$ cat config.mk
export PLATFORM = sky130hd
export DESIGN_NAME = vga_bw_line_feeder
export DESIGN_NICKNAME = d
export VERILOG_FILES = /design/src/rtl/vga_bw_pkg.sv /design/src/rtl/vga_bw_line_bank.sv /design/src/rtl/vga_bw_line_feeder.sv
export SDC_FILE = /design/constraint.sdc
export NUM_CORES = 1
export LEC_CHECK = 0
export CORE_MARGIN = 4
export CORE_UTILIZATION = 40
export CTS_CLUSTER_SIZE = 24
export DETAILED_ROUTE_END_ITERATION = 10
export SLEW_MARGIN = 20
export SYNTH_ARGS = -nofsm -noshare
export SYNTH_HDL_FRONTEND = slang
export SYNTH_SLANG_ARGS = --single-unit
export TNS_END_PERCENT = 10
$ cat constraint.sdc
create_clock -name clk_25mhz -period 2.5 [get_ports clk_25mhz]
set_input_delay 0.375 -clock clk_25mhz [delete_from_list [all_inputs] [get_ports clk_25mhz]]
set_output_delay 0.375 -clock clk_25mhz [all_outputs]
set_load 0.005 [all_outputs]
$ cat src/rtl/vga_bw_pkg.sv
// Shared timing constants and bank-state encoding for the 1-bpp VGA line feeder.
// Latency: n/a (package only).
// Backpressure: n/a.
package vga_bw_pkg;

    localparam int H_DISPLAY = 640;
    localparam int H_FRONT   = 16;
    localparam int H_SYNC    = 96;
    localparam int H_BACK    = 48;
    localparam int H_TOTAL   = 800;

    localparam int V_DISPLAY = 480;
    localparam int V_FRONT   = 10;
    localparam int V_SYNC    = 2;
    localparam int V_BACK    = 33;
    localparam int V_TOTAL   = 525;

    localparam int WORD_W = 16;
    localparam int WPL    = H_DISPLAY / WORD_W;
    localparam int WI_W   = $clog2(WPL);
    localparam int PIX_W  = $clog2(WORD_W);
    localparam int CNT_W  = 10;

    typedef enum logic [1:0] {
        BANK_EMPTY   = 2'd0,
        BANK_FILLING = 2'd1,
        BANK_FULL    = 2'd2
    } bank_st_t;

endpackage

$ cat src/rtl/vga_bw_line_bank.sv
// One line of packed pixels: WPL x WORD_W register array, one write port, one read port.
// Latency: write lands on the clock edge; read is combinational.
// Backpressure: none; the caller gates the write enable.
module vga_bw_line_bank
    import vga_bw_pkg::*;
(
    input  logic              i_clk,
    input  logic              i_we,
    input  logic [WI_W-1:0]   i_waddr,
    input  logic [WORD_W-1:0] i_wdata,
    input  logic [WI_W-1:0]   i_raddr,
    output logic [WORD_W-1:0] o_rdata
);

    logic [WORD_W-1:0] r_mem [WPL];

    always_ff @(posedge i_clk) begin
        if (i_we) begin
            r_mem[i_waddr] <= i_wdata;
        end
    end

    // Addresses past the line end come from blanking counts; return zeros there.
    assign o_rdata = (i_raddr < WI_W'(WPL)) ? r_mem[i_raddr] : '0;

endmodule

$ cat src/rtl/vga_bw_line_feeder.sv
// Ping-pong 640-bit line buffer feeding 1-bpp pixels to the VGA stage; optional VGA_BW_UNDERRUN_PATTERN_EN shows a checkerboard on underrun lines.
// Latency: pixel registered 1 clock after its h_count/v_count.
// Backpressure: s_ready low while the write bank is FULL; freed when the displayed line releases it.
module vga_bw_line_feeder
    import vga_bw_pkg::*;
(
    input  logic              clk_25mhz,
    input  logic              reset,
    input  logic [CNT_W-1:0]  h_count,
    input  logic [CNT_W-1:0]  v_count,
    input  logic              s_valid,
    output logic              s_ready,
    input  logic [WORD_W-1:0] s_data,
    input  logic              s_sof,
    output logic              pixel,
    output logic              underrun,
    input  logic              clr_underrun
);

    localparam logic [PIX_W-1:0] BIT_MAX = PIX_W'(WORD_W - 1);

    bank_st_t         r_bst [2];
    logic [WI_W-1:0]  r_wi;
    logic             r_wb;
    logic             r_rb;
    logic             r_act;
    logic             r_underrun;
    logic             r_pixel;

    bank_st_t         w_bst_nxt [2];
    logic [WI_W-1:0]  w_wi_nxt;
    logic             w_wb_nxt;
    logic             w_rb_nxt;
    logic             w_act_nxt;
    logic             w_ur_nxt;

    logic             w_wr;
    logic [WI_W-1:0]  w_widx;
    logic             w_vis;
    logic             w_take;
    logic             w_rel;
    logic [WI_W-1:0]  w_raddr;
    logic [PIX_W-1:0] w_bitsel;
    logic [WORD_W-1:0] w_rd0;
    logic [WORD_W-1:0] w_rd1;
    logic [WORD_W-1:0] w_rword;
    logic             w_pix_bit;
    logic             w_fill;

    assign s_ready  = (r_bst[r_wb] != BANK_FULL);
    assign w_wr     = s_valid && s_ready;
    // A start-of-line word always lands at index 0, dropping any partial line.
    assign w_widx   = s_sof ? '0 : r_wi;

    assign w_vis  = (h_count < CNT_W'(H_DISPLAY)) && (v_count < CNT_W'(V_DISPLAY));
    assign w_take = (h_count == CNT_W'(H_TOTAL - 1)) &&
                    ((v_count == CNT_W'(V_TOTAL - 1)) || (v_count < CNT_W'(V_DISPLAY - 1)));
    assign w_rel  = (h_count == CNT_W'(H_DISPLAY - 1)) && w_vis && r_act;

    assign w_raddr  = h_count[PIX_W+WI_W-1:PIX_W];
    assign w_bitsel = h_count[PIX_W-1:0];
    assign w_rword  = r_rb ? w_rd1 : w_rd0;
    assign w_pix_bit = w_rword[BIT_MAX - w_bitsel];

`ifdef VGA_BW_UNDERRUN_PATTERN_EN
    assign w_fill = h_count[5] ^ v_count[5];
`else
    assign w_fill = 1'b0;
`endif

    vga_bw_line_bank u_bank0 (
        .i_clk   (clk_25mhz),
        .i_we    (w_wr && !r_wb),
        .i_waddr (w_widx),
        .i_wdata (s_data),
        .i_raddr (w_raddr),
        .o_rdata (w_rd0)
    );

    vga_bw_line_bank u_bank1 (
        .i_clk   (clk_25mhz),
        .i_we    (w_wr && r_wb),
        .i_waddr (w_widx),
        .i_wdata (s_data),
        .i_raddr (w_raddr),
        .o_rdata (w_rd1)
    );

    // Write and release never touch the same bank: a FULL write bank blocks writes.
    always_comb begin
        w_bst_nxt = r_bst;
        w_wi_nxt  = r_wi;
        w_wb_nxt  = r_wb;
        w_rb_nxt  = r_rb;
        w_act_nxt = r_act;
        w_ur_nxt  = r_underrun && !clr_underrun;

        if (w_wr) begin
            if (w_widx == WI_W'(WPL - 1)) begin
                w_bst_nxt[r_wb] = BANK_FULL;
                w_wi_nxt        = '0;
                w_wb_nxt        = !r_wb;
            end else begin
                w_bst_nxt[r_wb] = BANK_FILLING;
                w_wi_nxt        = w_widx + 1'b1;
            end
        end

        // Take looks at pre-edge state, so a bank completing this cycle is missed.
        if (w_take) begin
            if (r_bst[r_rb] == BANK_FULL) begin
                w_act_nxt = 1'b1;
            end else begin
                w_act_nxt = 1'b0;
                w_ur_nxt  = 1'b1;
            end
        end

        if (w_rel) begin
            w_bst_nxt[r_rb] = BANK_EMPTY;
            w_rb_nxt        = !r_rb;
            w_act_nxt       = 1'b0;
        end
    end

    always_ff @(posedge clk_25mhz or posedge reset) begin
        if (reset) begin
            r_bst[0]   <= BANK_EMPTY;
            r_bst[1]   <= BANK_EMPTY;
            r_wi       <= '0;
            r_wb       <= 1'b0;
            r_rb       <= 1'b0;
            r_act      <= 1'b0;
            r_underrun <= 1'b0;
            r_pixel    <= 1'b0;
        end else begin
            r_bst      <= w_bst_nxt;
            r_wi       <= w_wi_nxt;
            r_wb       <= w_wb_nxt;
            r_rb       <= w_rb_nxt;
            r_act      <= w_act_nxt;
            r_underrun <= w_ur_nxt;
            r_pixel    <= w_vis ? (r_act ? w_pix_bit : w_fill) : 1'b0;
        end
    end

    assign pixel    = r_pixel;
    assign underrun = r_underrun;

endmodule

**Word level (Yosys, flattened, before mapping)**

Memory sizes are Yosys's and may differ from the RTL's.
Cells that the tools add are included.

- Flip-flop bits (word level): 15
- RAM bits: 1280
- Input port bits: 41
- Output and inout bits: 3
- Word-level logic and storage cells: 84
- Memories kept: 2

- $add $sub $neg: 2
- Magnitude comparators: 9
- Eq/ne operators: 6
- Multiplexer cells: 31
- Bitwise gates (word level): 10
- Reduce and logical (&&, ||, !) cells: 16

Memory list:

| memory | depth | width | rd ports | clocked after Yosys merged registers in | wr ports | RTL line | source |
|---|---|---|---|---|---|---|---|
| u_bank0.r_mem | 40 | 16 | 1 | 0 | 1 | vga_bw_line_bank.sv:15 | `logic [WORD_W-1:0] r_mem [WPL];` |
| u_bank1.r_mem | 40 | 16 | 1 | 0 | 1 | vga_bw_line_bank.sv:15 |  |

Operator list:

| kind | count |
|---|---|
| two-way mux 16 bit | 3 |
| == test 10 bit, second input constant | 3 |
| less-than comparator 10 x 9 -> 1 bit, second input constant | 2 |
| two-way mux 2 bit | 8 |
| two-way mux 1 bit | 12 |
| two-way mux 4 bit | 3 |
| two-way mux 6 bit | 2 |
| logical AND 1 bit | 10 |
| less-than comparator 10 bit, second input constant | 1 |
| adder 6 x 1 -> 6 bit, second input constant | 1 |
| == test 6 bit, second input constant | 1 |
| less-than comparator 6 bit, second input constant | 1 |
| less-than comparator 4 x 5 -> 1 bit, second input constant | 1 |
| AND 2 bit | 2 |
| AND 4 bit | 1 |
| binary-select mux 1 bit (select 4 bit) | 1 |
| demux 2 bit (select 1 bit) | 2 |
| greater-or-equal comparator 2 bit, second input constant | 2 |
| less-than comparator 2 x 1 -> 1 bit, second input constant | 2 |
| inverter 1 -> 2 bit | 2 |
| inverter 2 bit | 2 |
| inverter 4 bit | 1 |
| OR 2 bit | 2 |
| subtractor 4 bit, first input constant | 1 |
| other kinds (6) | 8 |

**Depth between registers and ports, before layout**

- Depth after elaboration: 11
- Mapped depth: 13
- Gate-level depth less buffers: 8

**Cells and area by module**

From an unflattened synthesis, not the netlist that was laid out.

- Cell total of the unflattened synthesis: 2404
- Area total of the unflattened synthesis: 50801.2 um^2

Modules (own cells, without submodules):

| module | instances | cells an instance | area each (um^2) | sequential area each (um^2) |
|---|---|---|---|---|
| vga_bw_line_bank | 2 | 1143 | 24806.3 | 19218.4 |
| vga_bw_line_feeder | 1 | 118 | 1188.6 | 375.4 |

**Least setup slack after synthesis**

OpenSTA, ideal clock, no wires.

- Path type: input-to-reg
- From: input h_count[4]
- To: register r_pixel (netlist: pixel)
- Library setup time: 0.121 ns
- Data arrival time: 2.442 ns
- Required time: 2.379 ns
- Path slack: -0.063 ns
- Stages on the path: 10
- Path buffers: 3
- Cell sequence: buf_6 buf_6 buf_2 mux4_2 a22oi_1 nand3_1 a221o_1 nand4_1 nand4_1 a22o_1

- Word-level cells in the longest chain between the ends: 7

RTL lines:

| item | RTL line | source |
|---|---|---|
| start, declared | vga_bw_line_feeder.sv:9 | `input logic [CNT_W-1:0] h_count,` |
| memory read (40 x 16 bit) / less-than comparator 6 bit (equally long branches) | - |  |
| two-way mux 16 bit | vga_bw_line_bank.sv:24 | `assign o_rdata = (i_raddr < WI_W'(WPL)) ? r_mem[i_raddr] : '0;` |
| two-way mux 16 bit | vga_bw_line_feeder.sv:62 | `assign w_rword = r_rb ? w_rd1 : w_rd0;` |
| binary-select mux 1 bit (select 4 bit) | vga_bw_line_feeder.sv:63 | `assign w_pix_bit = w_rword[BIT_MAX - w_bitsel];` |
| two-way mux 1 bit (not written as such) | vga_bw_line_feeder.sv:63 |  |
| two-way mux 1 bit | vga_bw_line_feeder.sv:143 | `r_pixel <= w_vis ? (r_act ? w_pix_bit : w_fill) : 1'b0;` |
| two-way mux 1 bit * | vga_bw_line_feeder.sv:143 |  |
| end signal, assigned | vga_bw_line_feeder.sv:143 |  |
| end, declared | vga_bw_line_feeder.sv:28 | `logic r_pixel;` |

Every way passes the cells marked *; elsewhere a longest branch is shown, timed or not. The select of a mux whose other input is x is not followed.
A chain may end at the register's enable or synchronous reset.

**Worst setup path after layout**

- From: input h_count[7]
- To: register r_pixel (netlist: pixel)

Same word-level chain as after synthesis.

==> summary.txt <==
Outcome
  • Status: complete, but fails checks
  • Failing checks: setup timing

Detailed routing
  • DR WL/cell: about 30 um
  • DRC Markers: 0
  • Via/cell ratio: 5.76
  • Detailed-route via count: 27.0k
  • Drt total wl: 144,000 um
  • Final ANT Viol Nets: 0
  • Drt pass-1 iters: 5
  • 1st-iter DRT viols: 2,920

Floorplan
  • Row count: 130
  • Die Wd: approximately 360 um
  • Initial Util: 0.403
  • Die height: 364 um
  • # IOs: 44
  • Die area: 132,000 um2
  • Core Area: 126,000 um2

Synthesis
  • Post-Syn Instances: about 2.4k
  • Yosys cell types: 67
  • Synth top area share: 0.760
  • Syn. warnings: 0
  • Synthesized flop and latch total: 1,295
  • Top FF cell, synth: edfxtp_1
  • Register area share after synthesis: 0.768
  • Asr flop ratio synth: 0.0116
  • Syn_nets: 2,459
  • Netlist Area Pre-Place: approximately 51,000 um2
  • Synth top area cells: edfxtp_1 76%, mux4_2 10%, mux2i_1 3.5%
  • Post-synth top area cell: edfxtp_1
  • Avg Inst Size Synth: 20.9 um2
  • Post-synth EDFFs: 1,280

STA
  • Final setup margin: -0.0162 ns
  • Fin. Hold Viols: 0
  • RSZ-0062 raised after global routing: true
  • Tcrit/Tclk final: 1.01
  • Final slew viol count: 0
  • Min Tclk post-route: 2.52 ns
  • Final setup viols: 1
  • Worst-Margin Slew: 0.968 ns
  • Worst Hold Margin: about 0.076 ns
  • Post-Route Setup TNS: -0.0162 ns
  • Fmax: 0.397 GHz
  • Setup Skew: 0.0294 ns
  • Relative slew margins: 0.355

Worst setup path
  • Worst endpoint required time: 3.12 ns
  • Worst path most repeated cell: buf_4
  • Worst path max stage delay: between 0.4 and 0.5 ns
  • Critical path's slowest cell: clkdlybuf4s50_1
  • Top cell family by delay on the critical path: compound AO/OA/AOI/OAI gates
  • Crit path kind: input port to register
  • Critical Path, Cell by Cell: clkdlybuf4s50_1 -> buf_4 -> buf_4 -> or3_1 -> buf_12 -> o22ai_1 -> nor3_2 -> o21ai_1 -> a41o_1 -> nor4_2 -> nand4_1 -> a22o_1
  • CP Max Fanout: 20
  • WP buf/inv: 4
  • Critical Path End Type: register
  • Crit. Startpoint: h_count[7]
  • FF-to-FF Start: u_bank0.r_mem[15][12]
  • Critical path startpoint category: input port
  • Critical path arrival: 3.14 ns

Placement
  • Cell count after placement: 4,443
  • Detailed placer's ending HPWL: 93,200 um
  • GPL Wtd Cong: 0.950
  • Post-Place Cell Area: 57,100 um2
  • IO buf count: 43

Power and ir drop
  • Total power: 46.4 mW
  • Leakage: 20.5 nW
  • Power Dens Cells: 753 nW/um2
  • Max IR drop VDD: about 710 uV

Global route
  • Vias in the first global route: roughly 27k
  • Initial antenna violation count: 2
  • Grt total ovfl: 0
  • Largest net degree at the start of global routing: 81
  • GRT Util Overall: 0.218
  • First-pass GRT wire length: 204,000 um

Final layout
  • Syn-to-layout area delta: 22.0%
  • Layout cell share with drive strength beyond 1: 0.317
  • Final #Nets: between 2k and 3k
  • Fill cells: ~10k
  • Cell Count, Final, Fillers Out: 4,685
  • Commonest non-fill, non-tap cell in the layout: edfxtp_1
  • Design Area, Final: 61,700 um2
  • Most frequent cells in the layout: 1,280 x edfxtp_1, 346 x buf_4, 230 x mux4_2

Clock tree
  • Worst-Skew Late Latency: 0.75 ns
  • TritonCTS buffer count: 135
  • CTS Hold Bufs: 0
  • Clock slew at reported path FFs: about 0.06 ns
  • TritonCTS sink count: roughly 1.3k
  • CTS tree: yes
  • Root buffer cell: clkbuf_16
  • H-tree Lvls: 4
  • Max clock buf depth: 3

Job
  • MaxCap Viol Count: 0

Worst hold path
  • Worst Hold Class: input port to asynchronous set/reset pin
[final cells by class]
cell class,instances,area (um2),area share
flip-flops and latches,1295,38800,0.629
clock inverters,83,776,0.0126
clock buffers,156,3520,0.0571
repair buffers,513,5450,0.0884
well taps,1650,2060,0.0335
multi-input cells,976,11000,0.178
diodes,4,10.0,0.000162
inverters,8,30.0,0.000487
[state kept, by name, summed over array words and instances (netlist names)]
| register | cells |
|---|---|
| r_act | 1 |
| r_rb | 1 |
| underrun | 1 |
| pixel | 1 |
| r_wb | 1 |
| r_bst | 4 |
| r_wi | 6 |
| u_bank0.r_mem | 640 |
| u_bank1.r_mem | 640 |
[cell families (layout without fill, tap and decap cells)]
group                      after synthesis  in the layout  share of synthesized area
AOI/OAI and AO/OA                      279            279                     0.0394
adders and majority gates                1              1                   0.000247
buffers and inverters                  146            760                     0.0196
and+or+nand+nor                        257            257                     0.0237
DFF                                   1295           1295                      0.768
xor gates and xnor gates                 1              1                   0.000173
other                                    0              4                          0
muxes                                  438            438                      0.149
[report_power, final]
group | switching, mW | internal, mW | total [mW]
clock | 8.26 | 11.2 | 19.5
combinational | 1.79 | 1.20 | 2.99
sequential | 0.0340 | 23.9 | 24.0
total | 10.1 | 36.3 | 46.4
[through the flow]
stage | setup slack [ns] | util
floorplan | 0.00419 | -
global placement | -1.13 | 0.455
detailed placement | -1.13 | 0.455
CTS | -0.0110 | 0.490
global route | -0.0662 | 0.491
finish | -0.0162 | 0.491
[worst paths after layout]
check	to	depth (start not counted)	slack, ns
min in group clk_25mhz	u_bank1.r_mem[31][1]	1	0.12
worst min register to register	r_act	2	0.55
worst max-delay path	pixel	12	-0.02
max in group asynchronous	r_rb	2	1.90
worst max register to register	pixel	8	0
worst min-delay path	r_bst[3]	2	0.08
[worst reg2reg max path, cell delays in order (launching register included)]
cell and delay (ns):
edfxtp_1 0.37, mux4_2 0.51, a22o_1 0.28, a211oi_4 0.27, a311oi_2 0.10, o311a_1 0.33
a31oi_2 0.19, nand4_1 0.13, a22o_1 0.21
[cells in the mapped netlist (all sizes together) (7+ instances only)]
cell    instances
o221ai         27
a221o           7
a21oi          48
nand2b          7
nand3          15
a221oi         23
nand4          11
a22oi          31
a22o           18
edfxtp       1280
buf            83
nor2          110
a211oi         16
mux2i         176
nor4            9
o21ai          43
o22ai          29
dfrtp          15
clkbuf         55
nor2b          15
mux4          246
nand2          50
mux2           16
and3            8
nor3           15
[repair_timing]
item	in CTS	in global routing
buffers inserted	0	0
setup endpoints to repair	2	1
pin swaps	5	8
gates resized for setup	28	17
[per-layer routing]
metal	vias to the layer above	GRT usage	routed length, um
met1	14500	0.318	62600
li1	11200	-	-
met3	183	0.0369	10100
met4	0	0.0555	3240
met5	-	0	0
met2	1127	0.343	68100
Note: power is estimated with default switching activity, not from simulation.
